==> src/rtl/sc_pkg.sv <==
// Shared types and helpers for the stochastic-computing bitstream counter.
package sc_pkg;

    typedef enum logic [1:0] {SC_IDLE, SC_RUN, SC_DONE} sc_state_t;

    // Stream length exponents beyond the SNG width are saturated to a full-period run.
    function automatic int unsigned clamp_len(input int unsigned len, input int unsigned width);
        return (len > width) ? width : len;
    endfunction

endpackage

==> src/rtl/sc_bit_counter.sv <==
// Ones/valid-bit counter pair; clear has priority over enable.
module sc_bit_counter #(
    parameter int unsigned WIDTH = 8
) (
    input  logic           clk_i,
    input  logic           rst_i,
    input  logic           clr_i,
    input  logic           en_i,
    input  logic           z_i,
    output logic [WIDTH:0] ones_o,
    output logic [WIDTH:0] cycles_o
);

    logic [WIDTH:0] ones_q;
    logic [WIDTH:0] cycles_q;

    always_ff @(posedge clk_i or posedge rst_i) begin
        if (rst_i) begin
            ones_q   <= '0;
            cycles_q <= '0;
        end else if (clr_i) begin
            ones_q   <= '0;
            cycles_q <= '0;
        end else if (en_i) begin
            ones_q   <= ones_q + {{WIDTH{1'b0}}, z_i};
            cycles_q <= cycles_q + {{WIDTH{1'b0}}, 1'b1};
        end
    end

    assign ones_o   = ones_q;
    assign cycles_o = cycles_q;

endmodule

==> src/rtl/sc_et_counter.sv <==
// Counts ones of a stochastic bitstream over 2^len_log2 valid bits, with optional
// threshold early termination and a one-cycle clear pulse to the upstream SNG.
module sc_et_counter
    import sc_pkg::*;
#(
    parameter  int unsigned WIDTH = 8,
    localparam int unsigned LW    = $clog2(WIDTH + 1)
) (
    input  logic           clk,
    input  logic           rst,
    input  logic           start,
    input  logic [LW-1:0]  len_log2,
    input  logic [WIDTH:0] thresh,
    input  logic           et_en,
    input  logic           z,
    input  logic           z_valid,
    output logic           sng_clr,
    output logic           busy,
    output logic           done,
    output logic [WIDTH:0] ones,
    output logic [WIDTH:0] cycles,
    output logic [WIDTH:0] result,
    output logic           et_hit,
    output logic           decision
);

    sc_state_t      state_q, state_d;
    logic [LW-1:0]  len_q, len_d;
    logic [WIDTH:0] thresh_q, thresh_d;
    logic           et_en_q, et_en_d;
    logic           et_hit_q, et_hit_d;
    logic           decision_q, decision_d;
    logic           sng_clr_q;

    logic [WIDTH:0]   ones_w, cycles_w;
    logic [WIDTH:0]   n_len, ones_n, cyc_n;
    logic [WIDTH+1:0] reach_sum;
    logic [LW-1:0]    shift_amt;
    logic             hit_above, hit_below, at_end;

    sc_bit_counter #(.WIDTH(WIDTH)) u_cnt (
        .clk_i    (clk),
        .rst_i    (rst),
        .clr_i    (start),
        .en_i     ((state_q == SC_RUN) && z_valid && !start),
        .z_i      (z),
        .ones_o   (ones_w),
        .cycles_o (cycles_w)
    );

    // Counts as they will stand after this edge's sample; ET compares against these.
    assign n_len     = {{WIDTH{1'b0}}, 1'b1} << len_q;
    assign ones_n    = ones_w + {{WIDTH{1'b0}}, z};
    assign cyc_n     = cycles_w + {{WIDTH{1'b0}}, 1'b1};
    assign reach_sum = {1'b0, ones_n} + {1'b0, n_len - cyc_n};
    assign hit_above = et_en_q && (ones_n >= thresh_q);
    assign hit_below = et_en_q && (reach_sum < {1'b0, thresh_q});
    assign at_end    = (cyc_n == n_len);

    always_comb begin
        state_d    = state_q;
        len_d      = len_q;
        thresh_d   = thresh_q;
        et_en_d    = et_en_q;
        et_hit_d   = et_hit_q;
        decision_d = decision_q;
        if (start) begin
            state_d    = SC_RUN;
            len_d      = LW'(clamp_len(32'(len_log2), WIDTH));
            thresh_d   = thresh;
            et_en_d    = et_en;
            et_hit_d   = 1'b0;
            decision_d = 1'b0;
        end else begin
            case (state_q)
                SC_RUN: begin
                    if (z_valid && (hit_above || hit_below || at_end)) begin
                        state_d    = SC_DONE;
                        decision_d = hit_above;
                        et_hit_d   = (hit_above || hit_below) && (cyc_n < n_len);
                    end
                end
                SC_DONE: state_d = SC_IDLE;
                default: ;
            endcase
        end
    end

    always_ff @(posedge clk or posedge rst) begin
        if (rst) begin
            state_q    <= SC_IDLE;
            len_q      <= '0;
            thresh_q   <= '0;
            et_en_q    <= 1'b0;
            et_hit_q   <= 1'b0;
            decision_q <= 1'b0;
            sng_clr_q  <= 1'b0;
        end else begin
            state_q    <= state_d;
            len_q      <= len_d;
            thresh_q   <= thresh_d;
            et_en_q    <= et_en_d;
            et_hit_q   <= et_hit_d;
            decision_q <= decision_d;
            sng_clr_q  <= start;
        end
    end

    // Rescale the raw count to full scale 2^WIDTH.
    assign shift_amt = LW'(WIDTH) - len_q;
    assign result    = ones_w << shift_amt;

    assign sng_clr  = sng_clr_q;
    assign busy     = (state_q == SC_RUN);
    assign done     = (state_q == SC_DONE);
    assign ones     = ones_w;
    assign cycles   = cycles_w;
    assign et_hit   = et_hit_q;
    assign decision = decision_q;

endmodule

==> config.mk <==
export PLATFORM = sky130hd
export DESIGN_NAME = sc_et_counter
export DESIGN_NICKNAME = d
export VERILOG_FILES = /design/src/rtl/sc_pkg.sv /design/src/rtl/sc_bit_counter.sv /design/src/rtl/sc_et_counter.sv
export SDC_FILE = /design/constraint.sdc
export NUM_CORES = 1
export LEC_CHECK = 0
export CAP_MARGIN = 25
export CORE_MARGIN = 3
export CORE_UTILIZATION = 50
export DETAILED_ROUTE_END_ITERATION = 10
export GPL_TIMING_DRIVEN = 0
export PLACE_DENSITY = 0.84
export SLEW_MARGIN = 20
export SYNTH_ARGS = -nofsm -noshare
export SYNTH_HDL_FRONTEND = slang
export SYNTH_SLANG_ARGS = --single-unit
==> constraint.sdc <==
create_clock -name clk -period 5.5 [get_ports clk]
set_clock_uncertainty 0.1 [all_clocks]
set_input_delay 1.65 -clock clk [delete_from_list [all_inputs] [get_ports clk]]
set_output_delay 1.65 -clock clk [all_outputs]
set_load 0.01 [all_outputs]
==> impl_metrics.yaml <==
run_status:
  outcome: "finished, final reports clean"
grt:
  grt_max_degree: 20
  grt_pass1_vias: 2995
  grt_pass1_wl_um: 13700
  grt_remaining_overflow: 0
  antenna_found_initial: 0
  track_usage_pct: 22.5
floorplanning:
  core_area_um2: 6490
  num_rows: 29
  die_h_um: 88.7
  start_util_pct: 52.7
  io_pins: 51
  die_width_um: 88.7
  dieArea_um2: 7880
power_and_ir_drop:
  fin_total_pwr_mw: 1.22
  vdd_drop_max_mv: 0.183
  cellPowerDensity_nw_per_um2: 290
  p_leak_nw: 1.87
synthesis:
  netlist_top_cells_area: "dfrtp_1 (27%), ha_1 (16%), xnor2_1 (5.6%)"
  synth_largest_area_cell: "dfrtp_1"
  synth_cells: 394
  post-synth-top-count-cell: "ha_1"
  ys_warn_count: 0
  syn-num-nets: 459
  synth-edff-count: 0
  synth-seq-area-share_pct: 27.0
  ys_types: 54
  synthArstFlopShare_pct: 100
  syn_area_um2: 3420
  yosysTopAreaCellShare_pct: 27.0
  syn_avg_cell_area_um2: 8.69
  synth_seq_cells: 37
  yosys-top-cells-count: "ha_1 (44), nor2_1 (41), dfrtp_1 (37), nand2_1 (37), o21ai_0 (25)"
  synth_ff_type: "dfrtp_1"
finish:
  diodes: 0
  fin_util_pct: 64.8
  finalInstanceArea_um2: 4210
  nets: 518
  syn_to_final_growth_pct: 23.0
  drive_above_1_share_pct: 10.2
timing:
  slew_headroom_pct: 59.5
  setup_viol: 0
  fmaxAchievable_mhz: 189
  max_slew.worst_pin.slew_ns: 0.603
  period_share_pct: 96.4
  hold_violations: 0
  setup_tns_ns: 0
  min_period_ns: 5.30
  report.final.slew_viol_count: 0
worst_setup_path:
  end_kind: "register"
  path_class: "input pin to register"
  arrival_ns: 5.36
  path_max_fanout: 5
  cp-start-kind: "input pin"
  crit_required_ns: 5.56
  worstRegToRegCells: 24
detailed_routing:
  vias: 3015
  wire_per_inst_um: 15.8
  drt_wl_total_um: 8400
  drtPass1Iterations: 4
  via_per_inst: 5.69
  drc: 0
  drt_iter0_markers: 134
  drt.antenna.violating_nets: 0
worst_hold_path:
  hold_class: "register to register"
  hold_depth: 1
clock_network:
  root_buffer: "clkbuf_8"
  cts_buffers: 5
  clkSlewWorstSetupHoldPaths_ns: 0.07
  clkLatencyLatePin_ns: 0.30
  cts_tree: "built"
  cts_hold_buf: 0
  cts.sinks: 37
  htreeDepth: 2
  clockBufferDepth: 2
job:
  max_cap_viol_count: 0
place:
  place.gp.congestion: 0.870
  post-dp-hpwl_um: 6580
  postPlaceCellArea_um2: 4050
  portBuffers: 50
cell families after synthesis:
kind of cell               synth area share, %
DFF                                       27.0
buffers and inverters                     4.75
adders and majority gates                 17.3
AOI/OAI and AO/OA                         14.8
and+or+nand+nor                           20.2
muxes                                     5.74
xor gates and xnor gates                  10.2
flip-flops by register name, summed over array words and instances, names as in the netlist:
signal	cells
decision	1
et_en_q	1
et_hit	1
len_q	4
sng_clr	1
state_q	2
thresh_q	9
u_cnt.cycles_o	9
u_cnt.ones_o	9
cell type report:
type	instances	area, µm²
clock buffer	7	86.3
multi-input combinational	318	2400
buffer	15	72.6
timing repair buffer	52	536
sequential	37	927
inverter	24	90.1
tap	77	96.3
fill	537	2280
routing by layer:
layer  track usage, %  wire (µm)  vias to the layer above  share of wire (%)
met1             29.4       3820                     1463                 46
li1                 -          -                     1479                  -
met2             37.8       4100                       57                 49
met5                0          0                        -                  0
met4             7.28        172                        0                2.0
met3             3.82        298                       16                3.5
path summary, 6_finish.rpt:
kind,from,end,slack (ns)
min reg2reg,thresh_q[0],thresh_q[0],0.45
min,thresh_q[0],thresh_q[0],0.45
min in group asynchronous,rst,u_cnt.ones_o[8],1.61
max reg2reg,len_q[0],state_q[0],0.38
max,z,state_q[0],0.20
max in group asynchronous,rst,u_cnt.cycles_o[2],3.23
power breakdown:
group          switching [mW]  internal [mW]
registers              0.0249          0.294
logic                   0.384          0.317
clock network           0.102         0.0996
total                   0.511          0.711
critical path, stage by stage:
cell and delay, ns:
clkdlybuf4s50_1 0.49, ha_1 0.17, nand3_1 0.17, or2_4 0.32, xnor2_2 0.20, ha_2 0.35, a21o_1 0.20, a21oi_2 0.15
nand2_1 0.08, xor2_1 0.14, ha_1 0.29, a21o_1 0.20, a2111oi_4 0.32, o21ai_1 0.16, a21o_1 0.21, nor2_1 0.16
o41ai_1 0.11
metrics by stage:
step	worst slack [ns]	hold WS (ns)	cells
after global routing	-0.0233	0.485	530
after CTS	0.0994	0.450	529
after global placement	-0.113	0.430	521
final	0.195	0.453	530
after detailed placement	-0.225	0.440	522
after floorplan	0.732	0.405	394
repair_timing:
| action | in CTS | in global routing |
|---|---|---|
| resized for setup | 0 | 16 |
| setup buffers | 0 | 1 |
| setup endpoints to repair | 0 | 4 |
placed cells by master, fill, tap and decap left out, types with 3 or more instances in the layout:
master           count
nand2_1             37
xor2_1              16
a21oi_1             16
inv_1               23
o21ai_0             24
mux4_2               5
o21a_1               3
xnor2_1             19
clkbuf_8             6
a21oi_2              3
and2_1               9
clkbuf_1             8
buf_2                4
nand2b_1             4
nor3_1               7
clkdlybuf4s50_1     50
or3_1                4
mux2i_1              5
dfrtp_1             36
o21ai_1              4
ha_1                42
nor2b_1              6
mux2_2               3
xnor2_2              3
nand3_1             14
a21o_1               6
nor2_1              41
and3_1               4
No activity file was read; power rests on OpenSTA's default activity.
